==> config.mk <==
export PLATFORM = sky130hd
export DESIGN_NAME = ram32k_arbiter
export DESIGN_NICKNAME = d
export VERILOG_FILES = /design/src/rtl/ram32k_arbiter.sv
export SDC_FILE = /design/constraint.sdc
export NUM_CORES = 1
export LEC_CHECK = 0
export BUFFER_PORTS_ARGS = -buffer_cell sky130_fd_sc_hd__buf_4
export CORE_MARGIN = 2
export CORE_UTILIZATION = 26
export DETAILED_ROUTE_END_ITERATION = 8
export HOLD_SLACK_MARGIN = 0.1
export PLACE_DENSITY_LB_ADDON = 0.1
export SKIP_CTS_REPAIR_TIMING = 1
export SLEW_MARGIN = 10
export SYNTH_ARGS = -nofsm -noshare
export SYNTH_HDL_FRONTEND = slang
export SYNTH_SLANG_ARGS = --single-unit
==> constraint.sdc <==
create_clock -name clk -period 2.15 [get_ports clk]
set_clock_uncertainty 0.2 [all_clocks]
set_input_delay 0.645 -clock clk [delete_from_list [all_inputs] [get_ports clk]]
set_output_delay 0.645 -clock clk [all_outputs]
set_load 0.01 [all_outputs]
==> src/rtl/ram32k_arbiter.sv <==
// Two-port front end for a single RAM32K: round-robin grant with an A-side lock
// for read-modify-write, and one-cycle tagged read-valid return to each port.
module ram32k_arbiter #(
  parameter int AW = 15,
  parameter int DW = 16
) (
  input  logic          clk,
  input  logic          rst_n,
  input  logic          a_req,
  input  logic          a_we,
  input  logic          a_lock,
  input  logic [AW-1:0] a_addr,
  input  logic [0:DW-1] a_wdata,
  output logic          a_ack,
  output logic          a_rvalid,
  output logic [0:DW-1] a_rdata,
  input  logic          b_req,
  input  logic          b_we,
  input  logic [AW-1:0] b_addr,
  input  logic [0:DW-1] b_wdata,
  output logic          b_ack,
  output logic          b_rvalid,
  output logic [0:DW-1] b_rdata,
  output logic [0:DW-1] ram_data,
  output logic          ram_load,
  output logic [AW-1:0] ram_address,
  input  logic [0:DW-1] ram_out
);

  typedef enum logic [1:0] {
    PRIO_A = 2'd0,
    PRIO_B = 2'd1,
    LOCK_A = 2'd2
  } state_e;

  state_e state_q, state_d;
  logic   grant_a, grant_b;
  logic   a_rvalid_q, a_rvalid_d;
  logic   b_rvalid_q, b_rvalid_d;

  always_comb begin
    grant_a     = 1'b0;
    grant_b     = 1'b0;
    state_d     = state_q;
    ram_load    = 1'b0;
    ram_address = '0;
    ram_data    = '0;

    case (state_q)
      PRIO_A: begin
        if (a_req)      grant_a = 1'b1;
        else if (b_req) grant_b = 1'b1;
      end
      PRIO_B: begin
        if (b_req)      grant_b = 1'b1;
        else if (a_req) grant_a = 1'b1;
      end
      LOCK_A:  grant_a = a_req;
      default: ;
    endcase

    // Reset is asynchronous, so no request may reach the RAM while it is held.
    if (!rst_n) begin
      grant_a = 1'b0;
      grant_b = 1'b0;
    end

    if (grant_a)                               state_d = a_lock ? LOCK_A : PRIO_B;
    else if (grant_b)                          state_d = PRIO_A;
    else if ((state_q == LOCK_A) && !a_lock)   state_d = PRIO_B;

    if (grant_a) begin
      ram_load    = a_we;
      ram_address = a_addr;
      ram_data    = a_wdata;
    end else if (grant_b) begin
      ram_load    = b_we;
      ram_address = b_addr;
      ram_data    = b_wdata;
    end

    a_ack      = grant_a;
    b_ack      = grant_b;
    a_rvalid_d = grant_a & ~a_we;
    b_rvalid_d = grant_b & ~b_we;
  end

  always_ff @(posedge clk or negedge rst_n) begin
    if (!rst_n) begin
      state_q    <= PRIO_A;
      a_rvalid_q <= 1'b0;
      b_rvalid_q <= 1'b0;
    end else begin
      state_q    <= state_d;
      a_rvalid_q <= a_rvalid_d;
      b_rvalid_q <= b_rvalid_d;
    end
  end

  // The RAM's registered output is shared; the rvalid tag says whose it is.
  assign a_rvalid = a_rvalid_q;
  assign b_rvalid = b_rvalid_q;
  assign a_rdata  = ram_out;
  assign b_rdata  = ram_out;

endmodule
==> impl_metrics.toml <==
[synth]
synth_compound_area_share_pct = 43.1
synth_cells = 90
muxShareOfSynthArea_pct = 0
yosys.area_share.simple_pct = 3.92
synthXorXnorAreaFrac_pct = 0
syn_nets = 175
synth_top_family_by_area = "compound AO/OA/AOI/OAI gates"
ys_types = 15
ys_ff_latch = 4
synth_area_um2 = 798
ys_seq_area_share_pct = 12.5
yosys_warnings = 0
synthAdderAreaFrac_pct = 0
avgSynthCellArea_um2 = 8.87

[sta]
setup_violations = 34
grt_setup_unrepaired = "true"
slew_violations = 0
hold_violations = 0
clock.fmax_mhz = 408
fin_tns_setup_ns = -9.03
max_slew_margin_pct = 85.4
setup_slack_ns = -0.299
min_period_over_period_pct = 114
tightest_slew_ns = 0.218
period_minus_slack_ns = 2.45

[routing]
wl_per_cell_um = 15.2
num_vias = 1020
wirelength_mm = 3.18
ant_nets = 0
drcViolationCount = 0
via_per_inst = 4.88
firstDrtPassIters = 3
drtIter0Drc = 33

[setup_path]
worstPathRequired_ns = 1.30
worst-path-stages = 6
crit_buf_inv = 3
rr_startpoint = "state_q[0]"
crit_end = "ram_data[9]"
cp_slowest_cell = "and3_2"
critPathTopFamily = "buffers and inverters"
r2r-end = "b_rvalid"
crit_arrival_ns = 1.60
crit_chain = "buf_6, o21ai_1, and3_2, buf_12, a22o_1, buf_4"
cpPeakStageDelay_ns = 0.26
startpoint_type = "input pin"
critPathKind = "in2out"
cp_max_fo = 20
crit_start = "b_req"
r2r_setup_slack_ns = 0.63
r2r_cells = 6
endpoint_kind = "output port"

[floorplanning]
core_um2 = 2980
die-area_um2 = 3530
io_pins = 153
dieWidth_um = 59.4
rows = 20
fp.dieH_um = 59.4
initial_utilization_pct = 26.8

[clocking]
path_clk_slew_ns = 0.04
cts_root_buf = "clkbuf_4"
htree_levels = 1
numCtsBuffers = 3
clock-sinks = 4
cts_tree = "yes"
cts_max_path_buffers = 2
clk_latency_ns = 0.23

[place]
place.gp.congestion = 0.675
port_buffers = 104
dpl-instance-area_um2 = 1400
placed_cells = 197
dpl.hpwl_mm = 2.38

[global_routing]
grt_max_degree = 21
grt_pass1_wl_mm = 3.63
busiest_layer = "met2"
overflow = 0
met3_usage_pct = 3.49
grtUsageMet2_pct = 25.7
antenna_found_initial = 0
grt_pass1_vias = 844
track_usage_pct = 13.3
use_met1_pct = 13.3

[cells_and_area]
diodes = 0
stdcell_count = 209
fin_area_um2 = 1590
final_nets = 263
n_fill_cell = 280
area_growth_syn_to_layout_pct = 98.9
fin_util_pct = 53.3
drive_gt1_share_pct = 73.3

[pwr]
p_clk_share_pct = 14.6
power_density_nw_per_um2 = 393
peakVddDrop_mv = 0.221
share_comb_of_total_power_pct = 70.2
total_power_mw = 0.624
p_int_mw = 0.424
power.switching_mw = 0.200
power.leakage_nw = 0.863
seqPwrFrac_pct = 15.2
swShare_pct = 32.1

[outcome]
violations = "negative setup slack"
status = "complete, but fails checks"

[flow_run]
maxCapViolations = 0

[worst_hold_path]
hold_class = "in2reg"
-- synthesized netlist by cell type --
cell	n	share of area [%]
a22o_1	33	36
buf_4	32	30
buf_6	7	9.9
dfrtp_1	4	13
a21oi_1	3	1.9
nand2_1	2	0.94
a211oi_4	1	2.5
a2bb2oi_1	1	1.1
a31oi_1	1	0.78
and2b_1	1	0.94
and3_1	1	0.78
inv_1	1	0.47
nor2_1	1	0.47
nor2b_1	1	0.78
o21ai_1	1	0.63
-- layout by cell type, fill, tap and decap left out --
cell | netlist | final
buf_6 | 7 | 9
buf_8 | 0 | 3
nand2_4 | 0 | 1
dlygate4sd3_1 | 0 | 1
nand2_1 | 2 | 1
a21oi_1 | 3 | 3
a31oi_1 | 1 | 1
buf_12 | 0 | 2
and3_2 | 0 | 1
nor2_1 | 1 | 1
buf_4 | 32 | 105
a211oi_4 | 1 | 1
inv_2 | 0 | 1
clkbuf_4 | 0 | 3
nor2b_1 | 1 | 1
dfrtp_2 | 0 | 1
dfrtp_1 | 4 | 3
clkbuf_16 | 0 | 2
and2b_1 | 1 | 1
a2bb2oi_1 | 1 | 1
o21ai_1 | 1 | 1
a22o_1 | 33 | 33
-- logic make-up after synthesis --
kind of cell           after synthesis
AOI/OAI and AO/OA                   40
buffers and inverters               40
and+or+nand+nor                      6
DFF                                  4
-- metal layers --
metal,wire length [um],part of all wire [%]
met2,1750,55
met1,1010,32
met4,27,0.85
met5,0,0
met3,397,12
-- worst min-delay path by stage --
stage / start / cells after the start / slack (ns) / to
6_report: a_we / 2 / 0.38 / a_rvalid
5_1_grt: a_we / 2 / 0.38 / a_rvalid
4_1_cts: rst_n / 2 / 0.10 / a_rvalid
3_5_place_dp: rst_n / 2 / 0.36 / a_rvalid
3_3_place_gp: rst_n / 2 / 0.35 / a_rvalid
2_1_floorplan: rst_n / 0 / 0.15 / a_rvalid
-- per-stage QoR --
step                      hold WS (ns)  setup slack [ns]
after floorplan                  0.149           -0.0525
after global placement           0.347            -0.271
after detailed placement         0.355            -0.284
after CTS                        0.105            -0.291
after global routing             0.383            -0.332
final                            0.378            -0.299
-- cell type report --
class,count,area (um^2),area share [%]
timing repair buffer,122,1030,65.2
multi-input combinational,46,384,24.2
sequential,4,101,6.38
tap,33,41.3,2.60
clock buffer,3,22.5,1.42
inverter,1,3.75,0.236
-- state kept, by name, indices dropped and copies added (netlist names) --
name,count
state_q,2
a_rvalid,1
b_rvalid,1
-- power by group through the flow --
stage               logic (mW)  registers [mW]  clock network, mW
finish                   0.438          0.0948             0.0909
global route             0.467          0.0953              0.100
CTS                      0.378          0.0930             0.0965
detailed placement       0.377          0.0940                  0
global placement         0.373          0.0935                  0
floorplan                0.220          0.0955                  0
(Power assumes the default switching activity.)
